===== config.mk =====
export PLATFORM = sky130hd
export DESIGN_NAME = game_timer
export DESIGN_NICKNAME = d
export VERILOG_FILES = /design/src/rtl/game_timer_pkg.sv /design/src/rtl/game_timer_tick_sync.sv /design/src/rtl/game_timer.sv
export SDC_FILE = /design/constraint.sdc
export NUM_CORES = 1
export LEC_CHECK = 0
export CAP_MARGIN = 25
export CORE_UTILIZATION = 35
export DETAILED_ROUTE_END_ITERATION = 10
export GPL_ROUTABILITY_DRIVEN = 0
export PLACE_DENSITY = 0.65
export REMOVE_ABC_BUFFERS = 1
export SETUP_SLACK_MARGIN = 0.2
export SLEW_MARGIN = 20
export SYNTH_ARGS = -nofsm -noshare
export SYNTH_HDL_FRONTEND = slang
export SYNTH_SLANG_ARGS = --single-unit

===== constraint.sdc =====
create_clock -name clk -period 2.35 [get_ports clk]
set_input_delay 0.47 -clock clk [delete_from_list [all_inputs] [get_ports clk]]
set_output_delay 0.47 -clock clk [all_outputs]
set_load 0.03 [all_outputs]

===== src/rtl/game_timer_pkg.sv =====
// Shared types and constants for the countdown game timer.
package game_timer_pkg;

  typedef enum logic [1:0] {IDLE, RUN, PAUSE, DONE} state_e;

  typedef logic [3:0] bcd_t;

  typedef struct packed {
    bcd_t min_tens;
    bcd_t min_ones;
    bcd_t sec_tens;
    bcd_t sec_ones;
  } digits_t;

  localparam int unsigned WARN_SEC = 10;

  // Split a number of seconds into MM:SS BCD digits.
  function automatic digits_t to_bcd(input int unsigned sec);
    digits_t d;
    d.min_tens = 4'((sec / 600) % 10);
    d.min_ones = 4'((sec / 60) % 10);
    d.sec_tens = 4'((sec % 60) / 10);
    d.sec_ones = 4'(sec % 10);
    return d;
  endfunction

endpackage


===== src/rtl/game_timer_tick_sync.sv =====
// Synchronizes the slow divider output and turns its rising edges into one-cycle ticks.
module tick_sync #(
  parameter int unsigned SYNC_STAGES = 2
) (
  input  logic clk,
  input  logic rst,
  input  logic tick_in,
  output logic sync_level,
  output logic tick
);

  logic [SYNC_STAGES-1:0] sync_q, sync_d;
  logic                   hist_q, hist_d;

  // Shift the raw level through the chain; history holds the previous synced level.
  always_comb begin
    sync_d = {sync_q[SYNC_STAGES-2:0], tick_in};
    hist_d = sync_q[SYNC_STAGES-1];
  end

  // Synchronizer and history flops.
  always_ff @(posedge clk or posedge rst) begin
    if (rst) begin
      sync_q <= '0;
      hist_q <= 1'b0;
    end else begin
      sync_q <= sync_d;
      hist_q <= hist_d;
    end
  end

  assign sync_level = sync_q[SYNC_STAGES-1];
  assign tick       = sync_level & ~hist_q;

endmodule


===== src/rtl/game_timer.sv =====
// MM:SS BCD countdown timer driven by the 1 Hz divider output.
// Optional low-time blink on warn is built when GAME_TIMER_WARN_EN is defined.
module game_timer
  import game_timer_pkg::*;
#(
  parameter int unsigned START_SEC   = 60,
  parameter int unsigned SYNC_STAGES = 2
) (
  input  logic       clk,
  input  logic       rst,
  input  logic       tick_in,
  input  logic       start,
  input  logic       pause,
  output logic [3:0] min_tens,
  output logic [3:0] min_ones,
  output logic [3:0] sec_tens,
  output logic [3:0] sec_ones,
  output logic       running,
  output logic       timeout,
  output logic       warn
);

  localparam digits_t START_DIGITS = to_bcd(START_SEC);
  localparam digits_t ONE_DIGITS   = to_bcd(1);

  state_e  state_q, state_d;
  digits_t cnt_q, cnt_d;
  digits_t cnt_dec;
  logic    running_q, running_d;
  logic    timeout_q, timeout_d;
  logic    warn_q, warn_d;
  logic    sync_level;
  logic    tick;

  tick_sync #(.SYNC_STAGES(SYNC_STAGES)) u_tick_sync (
    .clk        (clk),
    .rst        (rst),
    .tick_in    (tick_in),
    .sync_level (sync_level),
    .tick       (tick)
  );

  // One-second BCD decrement with borrow across the four digits.
  always_comb begin
    cnt_dec = cnt_q;
    if (cnt_q.sec_ones != 4'd0) begin
      cnt_dec.sec_ones = cnt_q.sec_ones - 4'd1;
    end else begin
      cnt_dec.sec_ones = 4'd9;
      if (cnt_q.sec_tens != 4'd0) begin
        cnt_dec.sec_tens = cnt_q.sec_tens - 4'd1;
      end else begin
        cnt_dec.sec_tens = 4'd5;
        if (cnt_q.min_ones != 4'd0) begin
          cnt_dec.min_ones = cnt_q.min_ones - 4'd1;
        end else begin
          cnt_dec.min_ones = 4'd9;
          cnt_dec.min_tens = cnt_q.min_tens - 4'd1;
        end
      end
    end
  end

  // Next state, counter update and registered output values.
  always_comb begin
    state_d   = state_q;
    cnt_d     = cnt_q;
    timeout_d = 1'b0;
    case (state_q)
      IDLE, DONE: begin
        if (start) begin
          cnt_d   = START_DIGITS;
          state_d = RUN;
        end
      end
      RUN: begin
        if (tick) begin
          cnt_d = cnt_dec;
          // Reaching zero takes precedence over a coincident pause.
          if (cnt_q == ONE_DIGITS) begin
            state_d   = DONE;
            timeout_d = 1'b1;
          end else if (pause) begin
            state_d = PAUSE;
          end
        end else if (pause) begin
          state_d = PAUSE;
        end
      end
      PAUSE: begin
        if (start) begin
          state_d = RUN;
        end
      end
      default: state_d = IDLE;
    endcase
    running_d = (state_d == RUN);
`ifdef GAME_TIMER_WARN_EN
    warn_d = sync_level && ((state_q == RUN) || (state_q == PAUSE)) &&
             (cnt_q != '0) && (cnt_q <= to_bcd(WARN_SEC));
`else
    warn_d = 1'b0;
`endif
  end

`ifndef GAME_TIMER_WARN_EN
  logic sync_level_unused;
  assign sync_level_unused = sync_level;
`endif

  // State, digit and output registers.
  always_ff @(posedge clk or posedge rst) begin
    if (rst) begin
      state_q   <= IDLE;
      cnt_q     <= START_DIGITS;
      running_q <= 1'b0;
      timeout_q <= 1'b0;
      warn_q    <= 1'b0;
    end else begin
      state_q   <= state_d;
      cnt_q     <= cnt_d;
      running_q <= running_d;
      timeout_q <= timeout_d;
      warn_q    <= warn_d;
    end
  end

  assign min_tens = cnt_q.min_tens;
  assign min_ones = cnt_q.min_ones;
  assign sec_tens = cnt_q.sec_tens;
  assign sec_ones = cnt_q.sec_ones;
  assign running  = running_q;
  assign timeout  = timeout_q;
  assign warn     = warn_q;

endmodule


==> results.json <==
{
  "pin_count": 24,
  "drv_slew": 0,
  "ys_seq_area_share_pct": 45.8,
  "slowest_delay_ns": 0.49,
  "routed_via_density": 5.24,
  "rows": 21,
  "ant_nets": 0,
  "cp_max_fo": 5,
  "outcome": "completed",
  "initial_utilization_pct": 37.1,
  "holdCritPathClass": "reg2reg",
  "syn_area_per_cell_um2": 9.46,
  "cp_cell_sequence": "inv_1 -> ha_1 -> or3b_4 -> o21a_2 -> or4b_1 -> o21ai_1",
  "worst_setup_path_end_kind": "flip-flop",
  "clk_latency_ns": 0.31,
  "synthArstFlopShare_pct": 100,
  "relSlewSlack_pct": 54.1,
  "setup_viol": 0,
  "crit_required_ns": 2.58,
  "internal-power_mw": 1.12,
  "power_frac_clock_pct": 8.4,
  "tightest_slew_ns": 0.681,
  "p_seq_share_pct": 29.7,
  "maxCapViolCount": 0,
  "yosysWarnings": 0,
  "comb_power_share_pct": 61.8,
  "critical_path_class": "reg2reg",
  "cts_buffers": 3,
  "grt_pass1_vias": 980,
  "ys_top_cells_by_area": "dfrtp_1 (44%), ha_1 (8.9%), inv_1 (4.8%)",
  "max_freq_mhz": 485,
  "fill_cells": 324,
  "yosysUniqueCellTypes": 38,
  "synth-seq-cells": 23,
  "power_switching_mw": 1.00,
  "die_x_um": 62.0,
  "die_h_um": 62.0,
  "cp-start-kind": "flip-flop",
  "netlist_area_um2": 1260,
  "multiInputGateArea_um2": 621,
  "cts_tree": "built",
  "route.detailed.drc": 0,
  "rsz0062_at_grt": "false",
  "synth-edff-count": 0,
  "synth_top_cell_area_share_pct": 43.7,
  "grt_pass1_wl_um": 4190,
  "port-buffer-count": 22,
  "holdBufCountCts": 0,
  "root_buffer": "clkbuf_4",
  "area_delta_synth_final_pct": 25.8,
  "first_pass_iters": 4,
  "ctsHtreeMaxLevel": 1,
  "arrival_ns": 2.30,
  "hold_violations": 0,
  "yosysTopAreaCell": "dfrtp_1",
  "holdWs_ns": 0.371,
  "final.setup.tns_ns": 0,
  "cp_slowest_cell": "or4b_1",
  "path_buf_inv": 1,
  "finalClockSkew_ns": 0.00785,
  "power.leakage_nw": 0.706,
  "drtIter0Drc": 34,
  "core_um2": 3390,
  "synth_top_flop_cell": "dfrtp_1",
  "fin_nets": 175,
  "post_drt_wl_per_cell_um": 12.5,
  "clockBufferDepth": 2,
  "powerDensity_nw_per_um2": 1340,
  "syn_inst": 133,
  "switching_share_pct": 47.2,
  "drive_gt1_share_pct": 8.75,
  "antenna_found_initial": 0,
  "grt.total_usage_pct": 14.7,
  "die_area_um2": 3840,
  "vias": 1080,
  "clk_pin_slew_worst_paths_ns": 0.11,
  "clock_sinks": 23,
  "grt_max_degree": 24,
  "regArea_um2": 577,
  "num_antenna_cells": 0,
  "cp_top_family": "simple AND/OR/NAND/NOR gates",
  "dp.final_hpwl_um": 1940,
  "ir_worst_vdd_uv": 569,
  "grt_remaining_overflow": 0,
  "finalCritPeriodShare_pct": 87.8,
  "fin_crit_ns": 2.06,
  "wl_um": 2570
}
## synthesized netlist by cell type, types with 2 or more instances
cell	n
dfrtp_1	22
inv_1	16
nand2_1	12
ha_1	9
o21ai_0	9
a21oi_1	7
nor2_1	7
or3_1	5
nand2b_1	3
nor2b_1	3
a31o_2	2
mux2i_1	2
nand3b_1	2
nand4_1	2
nor3_1	2
nor4_1	2
o21a_1	2
o21ai_1	2
o22a_1	2
o22ai_1	2
o31ai_1	2
or3b_1	2
## power by group through the flow
stage	Sequential [mW]	Combinational [mW]	Clock [mW]
floorplan	0.805	0.694	0
global placement	0.632	1.24	0
detailed placement	0.640	1.25	0
CTS	0.630	1.26	0.187
global route	0.648	1.45	0.204
finish	0.631	1.31	0.179
## worst paths after layout
check	startpoint	endpoint	slack (ns)	cells after the start
max	sec_ones[0]$_DFFE_PP0P_	min_tens[1]$_DFFE_PP0P_	0.29	6
min	u_tick_sync.sync_q[0]$_DFF_PP0_	u_tick_sync.sync_q[1]$_DFF_PP0_	0.37	0
max reg2reg	sec_ones[0]$_DFFE_PP0P_	min_tens[1]$_DFFE_PP0P_	0.29	6
min reg2reg	u_tick_sync.sync_q[0]$_DFF_PP0_	u_tick_sync.sync_q[1]$_DFF_PP0_	0.37	0
max in group asynchronous	rst	min_ones[0]$_DFFE_PP1P_	1.60	3
min in group asynchronous	rst	min_tens[2]$_DFFE_PP0P_	0.48	3
## sequential cells by signal (all words and copies together), names as in the netlist
name                flops
running                 1
u_tick_sync.hist_q      1
u_tick_sync.sync_q      2
min_ones                4
sec_tens                4
min_tens                4
timeout                 1
sec_ones                4
state_q                 2
## per-stage QoR
stage	worst slack [ns]	power [mW]	util [%]	instances	instance area, um2
global route	0.212	2.30	46.7	206	1580
CTS	0.255	2.08	46.0	204	1560
floorplan	0.293	1.50	-	131	1250
global placement	0.318	1.87	45.2	200	1530
detailed placement	0.267	1.89	45.2	200	1530
finish	0.287	2.12	46.7	206	1580
## logic make-up (layout without fill, tap and decap cells)
kind of cell,count (synthesis),count (layout),share of synthesized area [%]
AOI/OAI and AO/OA,33,33,16.7
muxes,2,2,1.59
DFF,23,23,45.8
and+or+nand+nor,47,47,21.0
adders and majority gates,9,9,8.95
buffers and inverters,18,45,5.67
other,1,1,0.298
## area by class of cell
class | count | area share, %
inverter | 16 | 3.79
timing repair buffer | 25 | 15.3
tap | 46 | 3.63
sequential | 23 | 36.4
multi-input combinational | 92 | 39.2
clock buffer | 4 | 1.66
## worst reg2reg max path, cell delays in order (launching register included)
cell     delay, ns
dfrtp_1       0.41
inv_1         0.12
ha_1          0.20
or3b_4        0.41
o21a_2        0.26
or4b_1        0.49
o21ai_1       0.09
## repair_timing
item                                    4_1_cts  5_1_grt
gates resized for setup                       0        4
setup buffers                                 0        2
endpoints found under the setup margin        0        8
## placed cells by master, fill, tap and decap left out, types with 2 or more instances in the layout
cell and count:
clkdlybuf4s50_1 22, dfrtp_1 22, inv_1 16, nand2_1 12, o21ai_0 9, ha_1 8, a21oi_1 7, nor2_1 7
or3_1 5, nor2b_1 3, nand2b_1 3, clkbuf_4 3, buf_4 3, a31o_2 2, nand4_1 2, o31ai_1 2
nor3_1 2, o22a_1 2, nor4_1 2, nand3b_1 2, mux2i_1 2, o22ai_1 2
## layer usage
layer | vias to the layer above | routed length (um) | share of wire (%) | global-route usage [%]
met5 | - | 0 | 0 | 0
met4 | 0 | 35 | 1.4 | 6.98
met3 | 4 | 125 | 4.9 | 1.86
met2 | 37 | 1240 | 48 | 24.3
met1 | 518 | 1180 | 46 | 19.1
li1 | 521 | - | - | -
Note: power is estimated with default switching activity, not from simulation.
